`src/rtl/uart_avmm_master.sv`:
```
// Avalon-MM initiator for the UART register slave: turns one command into one
// read or write strobe, waits out waitrequest (with optional timeout) and returns one response.
module uart_avmm_master #(
  parameter int ADDR_W         = 3,
  parameter int TIMEOUT_CYCLES = 255,
  parameter int CNT_W          = 8
) (
  input  logic              clk,
  input  logic              reset,
  input  logic              cmd_valid_i,
  output logic              cmd_ready_o,
  input  logic              cmd_write_i,
  input  logic [ADDR_W-1:0] cmd_address_i,
  input  logic [31:0]       cmd_writedata_i,
  input  logic [3:0]        cmd_byteenable_i,
  output logic              rsp_valid_o,
  output logic              rsp_write_o,
  output logic [31:0]       rsp_readdata_o,
  output logic              rsp_timeout_o,
  output logic              busy_o,
  output logic              avmm_write_o,
  output logic              avmm_read_o,
  output logic [ADDR_W-1:0] avmm_address_o,
  output logic [31:0]       avmm_writedata_o,
  output logic [3:0]        avmm_byteenable_o,
  input  logic              avmm_waitrequest_i,
  input  logic [31:0]       avmm_readdata_i
);

  typedef enum logic [1:0] {
    IDLE   = 2'd0,
    ACCESS = 2'd1,
    RESP   = 2'd2
  } state_t;

  localparam logic [CNT_W-1:0] TIMEOUT_LIMIT = CNT_W'(TIMEOUT_CYCLES);
  localparam logic [CNT_W-1:0] CNT_MAX       = '1;
  localparam bit               TIMEOUT_EN    = (TIMEOUT_CYCLES != 0);

  state_t           state;
  logic [CNT_W-1:0] stall_cnt;

  assign busy_o = (state != IDLE);

  // RESP always sits between two ACCESS phases, which together with the
  // one-cycle ready recovery guarantees two strobe-low cycles between accesses.
  always_ff @(posedge clk) begin
    if (reset) begin
      state             <= IDLE;
      stall_cnt         <= '0;
      cmd_ready_o       <= 1'b0;
      rsp_valid_o       <= 1'b0;
      rsp_write_o       <= 1'b0;
      rsp_readdata_o    <= '0;
      rsp_timeout_o     <= 1'b0;
      avmm_write_o      <= 1'b0;
      avmm_read_o       <= 1'b0;
      avmm_address_o    <= '0;
      avmm_writedata_o  <= '0;
      avmm_byteenable_o <= '0;
    end else begin
      rsp_valid_o <= 1'b0;
      unique case (state)
        IDLE: begin
          cmd_ready_o <= 1'b1;
          if (cmd_valid_i && cmd_ready_o) begin
            cmd_ready_o       <= 1'b0;
            state             <= ACCESS;
            stall_cnt         <= '0;
            avmm_write_o      <= cmd_write_i;
            avmm_read_o       <= !cmd_write_i;
            avmm_address_o    <= cmd_address_i;
            avmm_writedata_o  <= cmd_write_i ? cmd_writedata_i : 32'h0;
            avmm_byteenable_o <= cmd_write_i ? cmd_byteenable_i : 4'hF;
          end
        end
        ACCESS: begin
          // A slave that releases waitrequest on the limit cycle still wins.
          if (!avmm_waitrequest_i) begin
            avmm_write_o   <= 1'b0;
            avmm_read_o    <= 1'b0;
            rsp_valid_o    <= 1'b1;
            rsp_write_o    <= avmm_write_o;
            rsp_readdata_o <= avmm_read_o ? avmm_readdata_i : 32'h0;
            rsp_timeout_o  <= 1'b0;
            state          <= RESP;
          end else if (TIMEOUT_EN && (stall_cnt == TIMEOUT_LIMIT)) begin
            avmm_write_o   <= 1'b0;
            avmm_read_o    <= 1'b0;
            rsp_valid_o    <= 1'b1;
            rsp_write_o    <= avmm_write_o;
            rsp_readdata_o <= 32'h0;
            rsp_timeout_o  <= 1'b1;
            state          <= RESP;
          end else if (stall_cnt != CNT_MAX) begin
            stall_cnt <= stall_cnt + CNT_W'(1);
          end
        end
        RESP: begin
          cmd_ready_o <= 1'b1;
          state       <= IDLE;
        end
        default: begin
          state <= IDLE;
        end
      endcase
    end
  end

`ifndef SYNTHESIS
  a_one_strobe: assert property (@(posedge clk) !(avmm_read_o && avmm_write_o));

  a_strobe_only_in_access: assert property (@(posedge clk) disable iff (reset)
    (state != ACCESS) |-> !(avmm_read_o || avmm_write_o));

  a_access_has_strobe: assert property (@(posedge clk) disable iff (reset)
    (state == ACCESS) |-> (avmm_read_o || avmm_write_o));

  a_no_ready_when_busy: assert property (@(posedge clk) disable iff (reset)
    (state != IDLE) |-> !cmd_ready_o);
`endif

endmodule

```
`config.mk`:
```
export PLATFORM = sky130hd
export DESIGN_NAME = uart_avmm_master
export DESIGN_NICKNAME = d
export VERILOG_FILES = /design/src/rtl/uart_avmm_master.sv
export SDC_FILE = /design/constraint.sdc
export NUM_CORES = 1
export LEC_CHECK = 0
export BUFFER_PORTS_ARGS = -buffer_cell sky130_fd_sc_hd__buf_2
export CORE_MARGIN = 3
export CORE_UTILIZATION = 45
export DETAILED_ROUTE_END_ITERATION = 10
export PLACE_DENSITY_LB_ADDON = 0.1
export SLEW_MARGIN = 5
export SYNTH_ARGS = -nofsm -noshare
export SYNTH_HDL_FRONTEND = slang
export SYNTH_SLANG_ARGS = --single-unit
```
`constraint.sdc`:
```
create_clock -name clk -period 2.3 [get_ports clk]
set_clock_uncertainty 0.2 [all_clocks]
set_input_delay 0.46 -clock clk [delete_from_list [all_inputs] [get_ports clk]]
set_output_delay 0.46 -clock clk [all_outputs]
set_load 0.005 [all_outputs]
```
# Word-level counts from Yosys, hierarchy flattened
# Index checks and enable logic that the tools add are counted.
# W data, S select, Z words.
# totals
elab_cells,64
out_inout_bits,78
in_bits,76
ff_bits,87
# op_classes
n_reduce_logical,12
n_bitwise,1
eq_ne,10
muxes,28
add_sub_neg,1
# op_table
op,n
$mux W32,4
$mux W8,4
$pmux W8 S2,1
$mux W1,11
$add A8 B1 Y8 const B,1
$eq A8 B8 Y1 const B,1
$ne A2 B2 Y1 const B,4
$ne A8 B8 Y1 const B,1
$mux W2,3
$pmux W1 S2,3
$reduce_and A2 Y1,3
$reduce_bool A2 Y1,3
$reduce_and A5 Y1,1
$mux W4,1
$pmux W2 S2,1
$ne A3 B3 Y1 const B,1
$reduce_and A3 Y1,1
$eq A2 B1 Y1 const B,1
$eq A2 B2 Y1 const B,1
$logic_not A2 Y1,1
$ne A2 B1 Y1 const B,1
$reduce_or A2 Y1,1
$logic_and A1 B1 Y1,1
$logic_not A1 Y1,1
$not A1 Y1,1

# Longest topological paths before layout
# logic_depth
depth_word,5
depth_mapped,6
mapped_depth_nobuf,5

# Worst setup path after synthesis
# OpenSTA, ideal clock, no wires.
# synth_timing
path_kind,register to register
start,register stall_cnt[0]
end,register rsp_readdata_o[0]
setup_slack_ps,638
period_less_slack_ps,1662
t_required_ps,1983
path_buffers,1
path_stages_with_launch,7
setup_time_ps,117
arrival_time_ps,1345
path_cell_list,dfxtp_1 ha_1 nand3_1 o21ai_2 a21oi_2 buf_6 a22o_1
# synth_via
elab_chain_cells,3
# synth_lines
item,line,source
from (decl),41,logic [CNT_W-1:0] stall_cnt;
from (signal assigned),96,stall_cnt <= stall_cnt + CNT_W'(1);
$eq A8 B8 Y1,87,end else if (TIMEOUT_EN && (stall_cnt == TIMEOUT_LIMIT)) begin
$ne A2 B1 Y1 (no line),n/a,
$reduce_and A2 Y1 (no line),n/a,
to (signal assigned),84,rsp_readdata_o <= avmm_read_o ? avmm_readdata_i : 32'h0;
to (decl),18,"output logic [31:0] rsp_readdata_o,"
# Every way passes these cells.
# A chain may end at the register's enable or synchronous reset.

# Worst setup path after layout
# layout_timing
start,register stall_cnt[0]
end,register rsp_readdata_o[28]
# Same word-level chain as after synthesis.

==> results.txt <==
CTS placed an instance of clkbuf_8 at the clock tree root. Buffers placed on the I/O ports in this run total 153. The flow ran to the end, and the final reports show no timing, DRC or antenna violations. The worst register-to-register path begins at stall_cnt[0]$_SDFFE_PP0P_.

The insertion delay of the later-clocked pin in the worst-skew pair was 0.34 ns. The number of design-rule violations left by the first detailed-router iteration was 98; the power spent charging and discharging nets was 0.645 mW. The number of clock buffers inserted by TritonCTS was 9; the total cell area at the placement stage was 3800 um^2.

The number of fillers in the final layout was 563. In this run the remaining antenna-violating nets after routing total 0. The final non-filler cell area is 4020 um^2, and the distinct cell type count after synthesis is 44. Across all hold checks on the routed design, the worst slack comes to 0.117 ns.

Dominant synthesized flop cell: dfxtp_1. Max-cap violations in this run came to 0. The share of async-settable or async-resettable flops after synthesis is 0%.

Critical path start-end classification: reg -> reg. Number of global-route vias before repair: 2348. In this run the core area contains 29 standard-cell rows.

The logs give 53.1% for the sequential share of power and 0 for the post-cts hold buffer count. For this run, the total global-route usage over all layers was measured as 18.0%. Summed over all cells, the static leakage comes to 1.98 nW. The congestion estimate from routability-driven global placement came to 0.759. Internal power comes to 2.29 mW.

The logs give 5070 um for the detailed placement HPWL and 154 for the number of ports placed on the die boundary. After clock tree synthesis, the repair step resized 0 gates. The die footprint was 7640 um^2. TritonCTS built the clock tree. The number of enable flip-flop cells after synthesis is 0, and the highest achievable clock rate is 536 MHz.

The run gives 537 uV as the peak ir drop on the vdd network. The switching portion of total power was 22.0%; the flop and latch count out of synthesis was 87. For this run, the detailed router's first-pass iteration total came to 4. In this run the horizontal extent of the chip is 87.4 um.

Clock-pin slew was measured on the worst setup and hold paths at 0.09 ns. In the final routed layout, each cell accounts on average for 14.4 um. The part of the cycle the worst path needs came out at 81.1%. For hold timing, the worst endpoint is rsp_readdata_o[1]$_SDFFE_PP0P_. The post-layout worst setup margin came out at 0.435 ns. For the pin count of the biggest net entering global routing, the log shows 33.

The minimum setup slack after placement came out at 0.421 ns. The run gives 0 as the Yosys warning count. The die is 87.4 um tall. The number of nets in the finished design is 487, and the area of the mapped netlist is 2980 um^2. Of the total power, the clock network draws 39.4%. The layout cell share with drive strength beyond 1 is 45.1%, and the leftover overflow at the end of global routing is 0. Synthesis handed over a netlist of 257 instances. The startpoint class of the critical path was a flop.

In this run the worst path has a maximum fanout of 32. The transition at the pin with the smallest max-transition slack was 0.556 ns; the post-synthesis to final-layout area growth was 34.8%. Setup repair after global routing left no endpoint under its margin. STA puts the critical path data required time at 2.34 ns. The areal power density over the cells works out to 730 nW/um^2. In the routed layout, each cell is associated on average with a via count of 5.21. The starting density of the core is 46.7%, and the worst endpoint data arrival time is 1.90 ns.

The total nets after synthesis is 334, and the setup total negative slack is 0 ns. Routed wire length: 7100 um. The worst hold path belongs to the class in -> reg. The tools report the final max-slew violation count as 0.

The endpoint identified for the worst register-to-register timing path is rsp_readdata_o[28]$_SDFFE_PP0P_. For flop-to-flop paths, the worst setup slack is 0.43 ns. Setup violations remaining at the end of the flow were counted as 0.

The longest clock path from root to sink contains 2 buffers. In the routed design, unresolved DRC markers number 0. The antenna diode count was 0; the floorplan core area was 6390 um^2. The tools report the final hold violation count as 0. The wire length of the first global-routing pass was 10900 um. The multi-input combinational cells in the finished layout cover a total of 1090 um^2.

For the share of the yosys chip area belonging to registers, the log shows 58.4%. The instance count along the most critical hold path was 2. The TritonCTS sink count was 87; the initial antenna violation count was 0. Measured in cells, the most critical reg-to-reg path has a length of 6. STA classifies the critical path endpoint as a flop.

The source of the worst hold timing path was avmm_readdata_i[1]. After layout, the minimum clock period comes to 1.87 ns. After clock tree synthesis, the setup repair step added 0 buffers. The average instance in the mapped netlist occupies 11.6 um^2. The logs give 1740 um^2 for the sequential cell area and 7.6% for the combinational share of power. The logs give 2562 for the total vias in the final route and 3 for the level count of the clock H-tree.

The worst pin sits at a relative slew slack of 62.9%. At the end of the flow the core is filled with cells to 63.0%.
[cell usage in the layout, fill, tap and decap left out, types with 2 or more instances in the layout]
cell,instances
nand3b_1,2
buf_4,8
buf_2,153
nor2b_1,2
a21o_1,2
clkbuf_8,10
nand3_1,7
nor2_1,9
nand2_1,9
dfxtp_1,87
or3_1,2
a21oi_1,8
o21ai_0,5
a311oi_1,4
bufinv_16,2
o41ai_1,2
a22o_1,64
inv_1,7
nand4b_1,2
nor3b_4,2
[logic make-up (layout without fill, tap and decap cells)]
group,count (synthesis),count (layout),share of synthesized area [%]
AOI/OAI and AO/OA,96,96,26.3
adders and majority gates,1,1,0.419
buffers and inverters,27,185,5.53
DFF,87,87,58.4
muxes,1,1,0.335
and+or+nand+nor,45,45,9.01
[synthesized netlist by cell type, types with 2 or more instances]
master | n | share of area [%]
dfxtp_1 | 87 | 58
a22o_1 | 64 | 19
buf_2 | 9 | 1.5
nand2_1 | 9 | 1.1
nor2_1 | 9 | 1.1
a21oi_1 | 8 | 1.3
inv_1 | 7 | 0.88
nand3_1 | 7 | 1.2
buf_6 | 6 | 2.3
o21ai_0 | 5 | 0.84
a311oi_1 | 4 | 1.2
clkbuf_1 | 3 | 0.38
a21o_1 | 2 | 0.50
buf_4 | 2 | 0.50
nand3b_1 | 2 | 0.50
nand4b_1 | 2 | 0.59
nor2b_1 | 2 | 0.42
o41ai_1 | 2 | 0.59
or3_1 | 2 | 0.42
[state kept, by name (all words and copies together), names as in the netlist]
name and cells:
avmm_address_o 3, avmm_byteenable_o 4, avmm_read_o 1, avmm_write_o 1
avmm_writedata_o 32, cmd_ready_o 1, rsp_readdata_o 32, rsp_timeout_o 1
rsp_valid_o 1, rsp_write_o 1, stall_cnt 8, state 2
[area by class of cell]
| cell class | instances | share of cell area, % |
|---|---|---|
| Timing Repair Buffer | 162 | 21.0 |
| Tap cell | 77 | 2.40 |
| Multi-Input combinational cell | 143 | 27.1 |
| Inverter | 7 | 0.653 |
| Clock buffer | 11 | 3.51 |
| Clock inverter | 5 | 2.02 |
| Sequential cell | 87 | 43.3 |
[power by group through the flow]
stage | registers, mW | clock network [mW] | logic, mW
floorplan | 1.60 | 0 | 0.0989
global placement | 1.59 | 0 | 0.221
detailed placement | 1.59 | 0 | 0.223
CTS | 1.56 | 1.18 | 0.225
global route | 1.56 | 1.26 | 0.246
finish | 1.56 | 1.16 | 0.222
[through the flow]
stage / power, mW / std cells
2_1_floorplan: 1.69 / 257
3_3_place_gp: 1.81 / 476
3_5_place_dp: 1.82 / 476
4_1_cts: 2.97 / 492
5_1_grt: 3.07 / 492
6_report: 2.94 / 492
[layer usage]
metal,global-route usage [%],vias to the layer above,part of all wire [%]
met3,4.64,8,9.1
met1,22.9,1184,43
li1,-,1264,-
met4,9.48,0,1.5
met2,27.9,106,46
met5,0,-,0
[how the worst max path moves through the flow]
| stage | depth (start not counted) | start | end | slack, ns |
|---|---|---|---|---|
| 2_1_floorplan | 6 | stall_cnt[0]$_SDFFE_PP0P_ | rsp_readdata_o[0]$_SDFFE_PP0P_ | 0.64 |
| 3_3_place_gp | 5 | cmd_valid_i | avmm_writedata_o[4]$_SDFFE_PP0P_ | 0.44 |
| 3_5_place_dp | 5 | cmd_valid_i | avmm_writedata_o[29]$_SDFFE_PP0P_ | 0.42 |
| 4_1_cts | 6 | stall_cnt[0]$_SDFFE_PP0P_ | rsp_readdata_o[10]$_SDFFE_PP0P_ | 0.43 |
| 5_1_grt | 6 | stall_cnt[0]$_SDFFE_PP0P_ | rsp_readdata_o[31]$_SDFFE_PP0P_ | 0.30 |
| 6_report | 6 | stall_cnt[0]$_SDFFE_PP0P_ | rsp_readdata_o[28]$_SDFFE_PP0P_ | 0.43 |
[critical path: stages (launching register included)]
cell	delay [ns]
dfxtp_1	0.38
ha_1	0.24
nand3_1	0.14
o21ai_2	0.21
a21oi_2	0.08
buf_4	0.24
a22o_1	0.27
Note: power is estimated with default switching activity, not from simulation.
